### config.mk
export PLATFORM = sky130hd
export DESIGN_NAME = display_arbiter
export DESIGN_NICKNAME = d
export VERILOG_FILES = /design/src/rtl/display_arbiter.sv
export SDC_FILE = /design/constraint.sdc
export NUM_CORES = 1
export LEC_CHECK = 0
export BUFFER_PORTS_ARGS = -buffer_cell sky130_fd_sc_hd__buf_4
export CORE_MARGIN = 2
export CORE_UTILIZATION = 42
export CTS_BUF_LIST = sky130_fd_sc_hd__clkbuf_8
export DETAILED_ROUTE_END_ITERATION = 12
export GPL_TIMING_DRIVEN = 0
export MAX_ROUTING_LAYER = met4
export PLACE_DENSITY_LB_ADDON = 0.05
export SLEW_MARGIN = 25
export SYNTH_ARGS = -nofsm -noshare
export SYNTH_HDL_FRONTEND = slang
export SYNTH_SLANG_ARGS = --single-unit
export TNS_END_PERCENT = 30
### constraint.sdc
create_clock -name clk -period 6.3 [get_ports clk]
set_input_delay 0.63 -clock clk [delete_from_list [all_inputs] [get_ports clk]]
set_output_delay 0.63 -clock clk [all_outputs]
set_load 0.02 [all_outputs]
### src/rtl/display_arbiter.sv
// Round-robin owner of a shared 4-digit 7-segment display, with a minimum hold per grant.
// Optional macro DISP_ARB_BLANK_EN: drive BLANK_VAL on X and raise blank while idle.
module display_arbiter #(
    parameter int          N_REQ      = 4,
    parameter int          DIV        = 2500000,
    parameter int          HOLD_TICKS = 8,
    parameter logic [15:0] BLANK_VAL  = 16'hFFFF
) (
    input  logic                 clk,
    input  logic                 rst,
    input  logic [N_REQ-1:0]     req,
    input  logic [16*N_REQ-1:0]  data,
    output logic [N_REQ-1:0]     gnt,
    output logic [N_REQ-1:0]     ack,
    output logic [15:0]          X,
    output logic                 busy,
    output logic                 blank
);

    localparam int IW = $clog2(N_REQ);
    localparam int PW = (DIV > 1) ? $clog2(DIV) : 1;
    localparam int HW = (HOLD_TICKS > 1) ? $clog2(HOLD_TICKS) : 1;
`ifdef DISP_ARB_BLANK_EN
    localparam bit BLANK_EN = 1'b1;
`else
    localparam bit BLANK_EN = 1'b0;
`endif
    localparam logic [15:0]      RST_X = BLANK_EN ? BLANK_VAL : 16'h0000;
    localparam logic [N_REQ-1:0] ONE   = {{(N_REQ-1){1'b0}}, 1'b1};

    typedef enum logic {S_IDLE, S_HOLD} state_t;

    state_t          state;
    logic [PW-1:0]   presc;
    logic [HW-1:0]   hold_cnt;
    logic [IW-1:0]   ptr;
    logic            tick;
    logic            expire;
    logic [IW-1:0]   nxt;
    logic [15:0]     nxt_x;
    logic [15:0]     cur_x;

    // First requester found scanning upward from p+1, wrapping; p itself is checked last.
    function automatic logic [IW-1:0] rr_pick(input logic [N_REQ-1:0] r, input logic [IW-1:0] p);
        logic [IW-1:0] w;
        logic          found;
        int            idx;
        w     = p;
        found = 1'b0;
        for (int k = 1; k <= N_REQ; k++) begin
            idx = (int'(p) + k) % N_REQ;
            if (!found && r[idx]) begin
                w     = IW'(idx);
                found = 1'b1;
            end
        end
        return w;
    endfunction

    assign tick   = (presc == PW'(DIV - 1));
    assign expire = tick && (hold_cnt == HW'(HOLD_TICKS - 1));
    assign nxt    = rr_pick(req, ptr);
    assign nxt_x  = data[16*int'(nxt) +: 16];
    assign cur_x  = data[16*int'(ptr) +: 16];

    always_ff @(posedge clk or posedge rst) begin
        if (rst) begin
            presc <= '0;
        end else if (tick) begin
            presc <= '0;
        end else begin
            presc <= presc + PW'(1);
        end
    end

    // While holding, ptr is the current owner, so rr_pick(req, ptr) prefers any other requester.
    always_ff @(posedge clk or posedge rst) begin
        if (rst) begin
            state    <= S_IDLE;
            gnt      <= '0;
            ack      <= '0;
            busy     <= 1'b0;
            X        <= RST_X;
            hold_cnt <= '0;
            ptr      <= IW'(N_REQ - 1);
`ifdef DISP_ARB_BLANK_EN
            blank    <= 1'b1;
`endif
        end else begin
            ack <= '0;
            case (state)
                S_IDLE: begin
                    if (|req) begin
                        X        <= nxt_x;
                        gnt      <= ONE << nxt;
                        ack      <= ONE << nxt;
                        hold_cnt <= '0;
                        busy     <= 1'b1;
                        ptr      <= nxt;
                        state    <= S_HOLD;
`ifdef DISP_ARB_BLANK_EN
                        blank    <= 1'b0;
`endif
                    end
                end
                S_HOLD: begin
                    if (expire) begin
                        if (|(req & ~gnt)) begin
                            X        <= nxt_x;
                            gnt      <= ONE << nxt;
                            ack      <= ONE << nxt;
                            hold_cnt <= '0;
                            ptr      <= nxt;
                        end else if (req[ptr]) begin
                            hold_cnt <= '0;
                            X        <= cur_x;
                        end else begin
                            state <= S_IDLE;
                            gnt   <= '0;
                            busy  <= 1'b0;
                            if (BLANK_EN) X <= BLANK_VAL;
`ifdef DISP_ARB_BLANK_EN
                            blank <= 1'b1;
`endif
                        end
                    end else begin
                        if (tick) hold_cnt <= hold_cnt + HW'(1);
                        if (req[ptr]) X <= cur_x;
                    end
                end
                default: state <= S_IDLE;
            endcase
        end
    end

`ifndef DISP_ARB_BLANK_EN
    assign blank = 1'b0;
`endif

endmodule

# Word level (Yosys, flattened, before mapping)
# Index checks and enable logic that the tools add are counted.
# op_classes
addsub,6
order_cmp,5
n_eq_ne,10
shifts,3
mux,56
n_bitwise,7
reduce_logical,17
# ops
cell,count
64-bit by 7-bit indexed part select with 16-bit output,2
16-bit two-way mux,4
16-bit one-hot mux with 2 select lines,1
4-bit two-way mux,7
"22-bit by 1-bit adder with 22-bit output, second input constant",1
"22-bit == test, second input constant",1
22-bit two-way mux,1
1-bit two-way mux,20
"3-bit by 4-bit less-than comparator with 1-bit output, second input constant",4
4-bit one-hot mux with 2 select lines,2
3-bit two-way mux,5
2-bit two-way mux,7
1-bit binary-select mux with 2-bit select,5
3-bit AND reduction,3
2-bit OR reduction,4
4-bit OR reduction,2
"2-bit inequality test, second input constant",3
3-bit one-hot mux with 2 select lines,1
"2-bit by 1-bit adder with 2-bit output, second input constant",2
"2-bit adder, second input constant",2
"1-bit AND, first input constant",4
4-bit AND,1
1-bit logical AND,4
"2-bit by 1-bit inequality test with 1-bit output, second input constant",2
other kinds (13),16
# totals
regBits,53
in_bits,70
out_inout_bits,26
elab_cells,112

# Longest topological paths before layout
# Gate-level depths: netlist (run 1).
# depth
depth_word,20
mapped_depth,8
mapped_depth_nobuf,7

# Worst setup path before layout (run 1)
# OpenSTA, ideal clock, no wires.
# synth_path
path_type,input -> register
startpoint,in req[0]
endpoint,reg X[11]
setup_ps,126
t_arrival_ps,2095
required_time_ps,6174
slack_ps,4079
stages,6
path_buffers,1
cell_sequence,or2_1 -> nor4_1 -> nor2_1 -> a21o_1 -> clkbuf_1 -> a221o_1
# synth_via
elab_chain_len,17
word_cells_on_any_way,37
classes_between,1 x eq/ne; 1 x shift; 26 x mux; 1 x bitwise; 8 x reduce/logical
# synth_rtl
element,line_no,rtl
start: declaration,11,"input logic [N_REQ-1:0] req,"
1-bit binary-select mux with 2-bit select,52,if (!found && r[idx]) begin
1-bit two-way mux (implied by the code) (2 in a row),52,
1-bit two-way mux,52,
1-bit zero test,52,
1-bit logical AND,52,
1-bit two-way mux,52,
1-bit zero test,52,
1-bit logical AND,52,
1-bit two-way mux,52,
1-bit zero test,52,
1-bit logical AND,52,
2-bit two-way mux,52,
64-bit by 7-bit indexed part select with 16-bit output,63,assign nxt_x = data[16*int'(nxt) +: 16];
16-bit two-way mux,108,if (|(req & ~gnt)) begin
16-bit two-way mux,107,if (expire) begin
16-bit one-hot mux with 2 select lines,91,case (state)
end signal: assignment,94,X <= nxt_x;
end signal: assignment,109,X <= nxt_x;
end signal: assignment,116,X <= cur_x;
end: declaration,15,"output logic [15:0] X,"
# Parallel ways exist; a longest one is shown, timed or not. The select of a mux whose other input is x is not followed.
# A chain may end at the register's enable or synchronous reset.

# Worst setup path after layout (run 1)
# layout_path
startpoint,reg ptr[1]
endpoint,reg X[3]
# layout_via
elab_chain_len,18
word_cells_on_any_way,38
classes_between,4 x add/sub; 2 x shift; 26 x mux; 6 x reduce/logical
# layout_rtl
element,line_no,rtl
start: declaration,36,logic [IW-1:0] ptr;
start signal: assignment,85,ptr <= IW'(N_REQ - 1);
start signal: assignment,99,ptr <= nxt;
start signal: assignment,113,ptr <= nxt;
2-bit by 1-bit adder with 2-bit output,51,idx = (int'(p) + k) % N_REQ;
1-bit binary-select mux with 2-bit select,52,
1-bit two-way mux (implied by the code) (2 in a row),52,
1-bit two-way mux,52,
1-bit zero test,52,
1-bit logical AND,52,
1-bit two-way mux,52,
1-bit zero test,52,
1-bit logical AND,52,
1-bit two-way mux,52,
1-bit zero test,52,
1-bit logical AND,52,
2-bit two-way mux,52,
64-bit by 7-bit indexed part select with 16-bit output,63,
16-bit two-way mux,108,
16-bit two-way mux,107,
16-bit one-hot mux with 2 select lines *,91,
# Every way passes the cells marked *; elsewhere a longest branch is shown, timed or not. The select of a mux whose other input is x is not followed.

==> results of run 1 <==
==> registers in the layout (all words and copies together), names as in the netlist <==
signal	flops
gnt	4
hold_cnt	3
ack	4
X	16
state	1
presc	22
busy	1
ptr	2
==> power by group through the flow <==
stage	combinational, mW	clock (mW)	sequential (mW)
floorplan	0.163	0	0.426
global route	0.343	0.241	0.393
finish	0.316	0.215	0.389
global placement	0.314	0	0.395
detailed placement	0.320	0	0.395
CTS	0.320	0.222	0.389
==> worst max path at each step <==
stage                              to  slack (ps)               start
CTS                 X[14]$_DFFE_PP0P_        3720  ptr[1]$_DFFE_PP1P_
finish               X[3]$_DFFE_PP0P_        3750  ptr[1]$_DFFE_PP1P_
floorplan           X[11]$_DFFE_PP0P_        4080              req[0]
detailed placement  X[14]$_DFFE_PP0P_        3570              req[0]
global route         X[2]$_DFFE_PP0P_        3540  presc[0]$_DFF_PP0_
global placement     X[1]$_DFFE_PP0P_        3530              req[0]
==> metrics by stage <==
step / cells / util [%] / instance area (um^2) / worst slack [ps] / hold WS (ps)
floorplan: 305 / - / 3420 / 4080 / 455
global placement: 501 / 54.5 / 4260 / 3530 / 467
detailed placement: 502 / 54.9 / 4290 / 3570 / 478
CTS: 510 / 56.2 / 4390 / 3720 / 163
global route: 510 / 56.2 / 4390 / 3540 / 150
finish: 510 / 56.2 / 4390 / 3750 / 171
==> worst reg2reg max path, cell delays in order (launching register included) <==
cell and delay (ps):
dfstp_2 560, buf_2 290, nor2_1 100, a211oi_1 230
buf_4 260, buf_2 350, mux2i_1 250, mux2i_1 90
a221o_1 300
==> Yosys cell counts (all sizes together), types with 3 or more instances <==
| cell type | n |
|---|---|
| nand4 | 4 |
| dfrtp | 51 |
| mux4 | 17 |
| nand2 | 13 |
| a21o | 4 |
| nand2b | 5 |
| o21ai | 4 |
| a221oi | 5 |
| inv | 13 |
| nor2 | 24 |
| ha | 3 |
| xor2 | 8 |
| a221o | 12 |
| and3 | 9 |
| xnor2 | 11 |
| a22o | 4 |
| clkbuf | 5 |
| buf | 13 |
| mux2 | 6 |
| nand3 | 12 |
| mux2i | 44 |
| nor2b | 12 |
==> layout make-up <==
| cell class | instances | area, um^2 |
|---|---|---|
| Fill cell | 710 | 3420 |
| Inverter | 13 | 51.3 |
| Sequential cell | 53 | 1330 |
| Buffer | 18 | 113 |
| Multi-Input combinational cell | 221 | 1930 |
| Clock buffer | 6 | 82.6 |
| Clock inverter | 2 | 17.5 |
| Tap cell | 102 | 128 |
| Timing Repair Buffer | 95 | 733 |
==> layout by cell type (no fill, tap or decap), drive strengths merged, types with 2 or more instances in the layout <==
master	Yosys	routed
a211oi	2	2
a21o	4	4
a21oi	2	2
a221o	12	12
a221oi	5	5
a22o	4	4
a31o	2	2
and3	9	9
buf	13	108
clkbuf	5	11
dfrtp	51	51
dfstp	2	2
ha	3	3
inv	13	14
mux2	6	6
mux2i	44	44
mux4	17	17
nand2	13	13
nand2b	5	5
nand3	12	12
nand4	4	4
nor2	24	24
nor2b	12	12
nor3	2	2
nor4	2	2
o21ai	4	4
o2bb2ai	2	2
or2	2	2
xnor2	11	11
xor2	8	8
==> layer usage <==
layer	track usage, %	routed length (um)
met1	29.2	3930
met4	3.86	59
met2	32.2	4160
met3	3.69	423
met5	-	0
==> kinds of logic (layout without fill, tap and decap cells) <==
logic type      count (synthesis)  in the layout  share of synthesized area [%]
xor+xnor                       19             19                           4.86
buf+inv                        31            134                           4.72
mux                            67             67                           26.0
fa+ha+maj                       3              3                           1.10
other cells                     1              1                          0.110
compound gates                 40             40                           9.84
flops                          53             53                           38.8
simple gates                   91             91                           14.5
==> impl_results.md, run 1 <==
- Max-cap viol count: 0
- Vias in the first global route: 2758
- Die W: 94.3 um
- Clock Power Share: 23.4%
- Peak supply drop: 100 uV
- Die Area: 8890 um^2
- Routability cong.: 0.798
- Total setup buffers inserted after CTS: 0
- Sequential area share after synthesis: 38.8%
- H-Tree Depth: 2
- Clock Latency Late Sink: 310 ps
- Distinct cells, synth: 44
- Antenna violations before repair: 0
- LEAKAGE: 2.15 nW
- Crit path arrival time: 2740 ps
- Core area: 7810 um^2
- Via count: 2827
- Drt wl/cell: 16.8 um
- Post-synth EDFFs: 0
- Status: completed
- Gr ovfl total: 0
- Cell taking the most area after synthesis: dfrtp_1
- Fmax achieved: 393 MHz
- Hold buffers post-CTS: 0
- Instance count on the critical path: 8
- Logic pwr share: 34.4%
- Sw Share: 32.0%
- Detailed Route WL: 8570 um
- CTS tree: done
- Slew HR: 57.3%
- Setup-failing EPs final: 0
- Buffers and inverters on the worst path: 3
- FP Rows: 32
- Worst reg2reg path endpoint: X[3]$_DFFE_PP0P_
- Vert. Die Dim: 94.3 um
- Setup TNS Final: 0 ps
- Worst-path fanout max: 10
- Yosys warnings: 0
- Syn avg cell area: 11.2 um^2
- RSZ-0062 raised after global routing: false
- Final #Nets: 480
- DR vias/cell: 5.54
- Ant diodes: 0
- NetSw: 294 uW
- Register share of total power: 42.3%
- Routed Antenna Nets: 0
- Final Skew: 8.67 ps
- Worst reg-to-reg path cell count: 8
- Max incr delay on CP: 560 ps
- Delay-heaviest family, CP: buffers and inverters
- Critical path type: flop to flop
- Seq cells post-synth: 53
- Clock root buffer: clkbuf_8
- Post-Synthesis Cell Area: 3420 um^2
- Mapped Cells: 305
- Hold WC Path Type: input pin to asynchronous set/reset pin
- Syn_nets: 378
- Critical Path RT: 6500 ps
- Critical-path top delay cell: dfstp_2
- Layout area overhead: 28.2%
- Final Hold Fails: 0
- Worst setup EP type: flop
- Clk slew on worst S/H paths: 100 ps
- Pwr/cell area: 210 nW/um^2
- HPWL after DPL: 6340 um
- Gr usage total: 20.8%
- Clock net sink count: 53
- Initial core utilization: 43.8%
- Final Max Slew Viols: 0
- Setup crit start kind: flop
- First-pass GRT wire length: 14000 um
- Total power: 920 uW
- Drt pass-1 iters: 4
- Synth top area cells: dfrtp_1 (37%), mux2i_1 (13%), mux4_2 (11%)
- 1st-iter DRT viols: 129
- Post-layout min period: 2550 ps
- CTS max path bufs: 2
- RR Startpoint: ptr[1]$_DFFE_PP1P_
- Synth async-reset ratio: 100%
- Number of port buffers: 94
- Reg2reg setup slack: 3750 ps
- TritonCTS Buffers: 5
- # IOs: 96
- DRC: 0
- Crit-path cells: buf_2, nor2_1, a211oi_1, buf_4, buf_2, mux2i_1, mux2i_1, a221o_1
- Worst-Margin Slew: 635 ps
- Post-synth top area share: 37.3%
- Top FF cell, synth: dfrtp_1
- Share of cells above drive strength 1: 36.5%
- Post-CTS Resized: 0
- P_int: 625 uW
- Fin crit share: 40.4%
- Pin count of the biggest net entering global routing: 53
Power figures use the tool's default switching activity.
==> inputs of run 2 (changes only) <==
==> constraint.sdc (replaced) <==
create_clock -name clk -period 2.5 [get_ports clk]
set_input_delay 0.25 -clock clk [delete_from_list [all_inputs] [get_ports clk]]
set_output_delay 0.25 -clock clk [all_outputs]
set_load 0.02 [all_outputs]
==> run 2 against run 1 <==
Flip-flop and latch count unchanged; design area up 2.1%; non-clock buffer count is 8 higher; clock power grew to 2.5 times the previous value; sequential share of layout area is 0.63 points lower; combinational power increased to 2.6 times the previous value; die area stayed put; fmax is 6.3% higher; sequential power grew to 2.5 times the previous value; global-route usage is essentially flat; critical endpoint is now gnt[3]$_DFFE_PP0P_; largest power group unchanged.
==> impl_results.md, run 2 (synthesis results as in run 1) <==
- Via count: 2862 (was 2827)
- DR vias/cell: 5.53 (was 5.54)
- Number of port buffers: 94 (unchanged)
- Worst setup EP type: flop (unchanged)
- Hold WC Path Type: input pin to asynchronous set/reset pin (unchanged)
- Final Max Slew Viols: 0 (unchanged)
- Peak supply drop: 262 uV (was 100 uV)
- H-Tree Depth: 2 (unchanged)
- Buffers and inverters on the worst path: 1 (was 3)
- Drt pass-1 iters: 4 (unchanged)
- Most common cell after layout, fill and taps aside: buf_4 (unchanged)
- CTS max path bufs: 2 (unchanged)
- Clock Latency Late Sink: 310 ps (about the same)
- Max incr delay on CP: 460 ps (was 560 ps)
- Post-layout min period: 2390 ps (was 2550 ps)
- Setup-failing EPs final: 0 (unchanged)
- Layout area overhead: 30.9% (was 28.2%)
- Total power: 2.33 mW (was 920 uW)
- Clock root buffer: clkbuf_8 (unchanged)
- Detailed Route WL: 8760 um (was 8570 um)
- CP Launch Point: presc[1]$_DFF_PP0_ (was ptr[1]$_DFFE_PP1P_)
- Pin count of the biggest net entering global routing: 53 (unchanged)
- Gr usage total: 20.8% (about the same)
- Clock net sink count: 53 (unchanged)
- Initial core utilization: 43.8% (unchanged)
- Core area: 7810 um^2 (unchanged)
- Fmax achieved: 418 MHz (was 393 MHz)
- Final #Nets: 488 (was 480)
- 1st-iter DRT viols: 164 (was 129)
- Reg with most FFs: presc (unchanged)
- Drt wl/cell: 16.9 um (was 16.8 um)
- Delay-heaviest family, CP: simple AND/OR/NAND/NOR gates (was buffers and inverters)
- Die Area: 8890 um^2 (unchanged)
- Routability cong.: 0.798 (unchanged)
- Final Hold Fails: 0 (unchanged)
- HPWL after DPL: 6340 um (unchanged)
- Area of the multi-input gates: 1950 um^2 (was 1930 um^2)
- Post-layout util: 57.4% (was 56.2%)
- Most frequent cells in the layout: buf_4 (106), dfrtp_1 (51), mux2i_1 (44) (was buf_4 (98), dfrtp_1 (51), mux2i_1 (44))
- Clk slew on worst S/H paths: 100 ps (about the same)
- RR Startpoint: presc[1]$_DFF_PP0_ (was ptr[1]$_DFFE_PP1P_)
- DRC: 0 (unchanged)
- Antenna violations before repair: 0 (unchanged)
- First-pass GRT wire length: 14000 um (about the same)
- TritonCTS Buffers: 5 (unchanged)
- Critical-path top delay cell: or4_4 (was dfstp_2)
- Fin crit share: 95.8% (was 40.4%)
- Pwr/cell area: 520 nW/um^2 (was 210 nW/um^2)
- Max-cap viol count: 0 (unchanged)
- FP Rows: 32 (unchanged)
- # IOs: 96 (unchanged)
- Filler cells: 699 (was 710)
- LEAKAGE: 2.20 nW (was 2.15 nW)
- Worst-Margin Slew: 617 ps (was 635 ps)
- Largest registers: presc: 22 flops, X: 16 flops (unchanged)
- Share of cells above drive strength 1: 38.0% (was 36.5%)
- Worst-path fanout max: 5 (was 10)
- Vert. Die Dim: 94.3 um (unchanged)
- Status: completed (unchanged)
- Critical Path RT: 2710 ps (was 6500 ps)
- Critical path type: flop to flop (unchanged)
- Register area: 1330 um^2 (unchanged)
- Crit-path cells: ha_4, nand4_1, or4_4, nor3_4, buf_6, nand2_1, a221o_1, a21o_1 (was buf_2, nor2_1, a211oi_1, buf_4, buf_2, mux2i_1, mux2i_1, a221o_1)
- Largest register FFs: 22 (unchanged)
- Ant diodes: 0 (unchanged)
- CTS tree: done (unchanged)
- Die W: 94.3 um (unchanged)
- Slew HR: 58.5% (was 57.3%)
- Gr ovfl total: 0 (unchanged)
- Vias in the first global route: 2757 (was 2758)
- Setup crit start kind: flop (unchanged)
- Routed Antenna Nets: 0 (unchanged)
- Crit path arrival time: 2610 ps (was 2740 ps)
- Final Skew: 7.70 ps (was 8.67 ps)
[run 2: changes by cell type in the layout (fill, tap and decap cells not counted), sizes merged]
cell         before  now
buf             108  113
clkbuf           11   13
dlygate4sd3       0    1
[run 2: worst reg2reg max path, cell delays in order (launching register included)]
cell and delay (ps):
dfrtp_1 430, ha_4 170, nand4_1 140, or4_4 460, nor3_4 290, buf_6 160, nand2_1 50, a221o_1 400
a21o_1 200
[run 2: power breakdown]
group	internal [mW]	switching [mW]	total (mW)
Sequential	0.931	0.0483	0.980
Clock	0.231	0.309	0.540
Combinational	0.423	0.386	0.808
Total	1.58	0.743	2.33
[run 2: cell type report]
cell class / count / area share, %
inverters: 13 / 1.15
plain buffers: 18 / 2.71
flip-flops and latches: 53 / 29.7
well taps: 102 / 2.85
clock buffers: 6 / 1.84
repair buffers: 103 / 17.8
multi-input cells: 221 / 43.6
clock inverters: 2 / 0.391
[run 2: what timing repair did]
action                                 CTS  global route
endpoints found under the hold margin    1             0
gates resized for setup                  3             4
setup buffers                            0             7
setup endpoints to repair               11            35
pin swaps                                0             5
gates cloned                             0             0
hold buffers                             1             0
[run 2: worst paths after layout]
| kind | to | slack (ps) | cells past startpoint |
|---|---|---|---|
| max | gnt[3]$_DFFE_PP0P_ | 110 | 8 |
| max in group asynchronous | ptr[0]$_DFFE_PP1P_ | 1660 | 4 |
| min in group clk | X[14]$_DFFE_PP0P_ | 380 | 4 |
| max reg2reg | gnt[3]$_DFFE_PP0P_ | 110 | 8 |
| min reg2reg | busy$_DFFE_PP0P_ | 490 | 1 |
| min | X[7]$_DFFE_PP0P_ | 350 | 3 |
[run 2: metal layers]
| layer | global-route usage, % | wire, um |
|---|---|---|
| met4 | 3.86 | 66 |
| met2 | 32.0 | 4260 |
| met1 | 29.5 | 4000 |
| met5 | - | 0 |
| met3 | 3.69 | 433 |
[run 2: per-stage QoR]
stage,hold WS [ps],std cells,cell area (um^2),setup TNS [ps],setup slack (ps)
2_1_floorplan,455,305,3420,0,293
3_3_place_gp,467,501,4260,-680,-86.7
3_5_place_dp,129,502,4290,-307,-55.3
4_1_cts,337,511,4410,0,3.09
5_1_grt,327,518,4480,-7.07,-4.46
6_report,349,518,4480,0,105
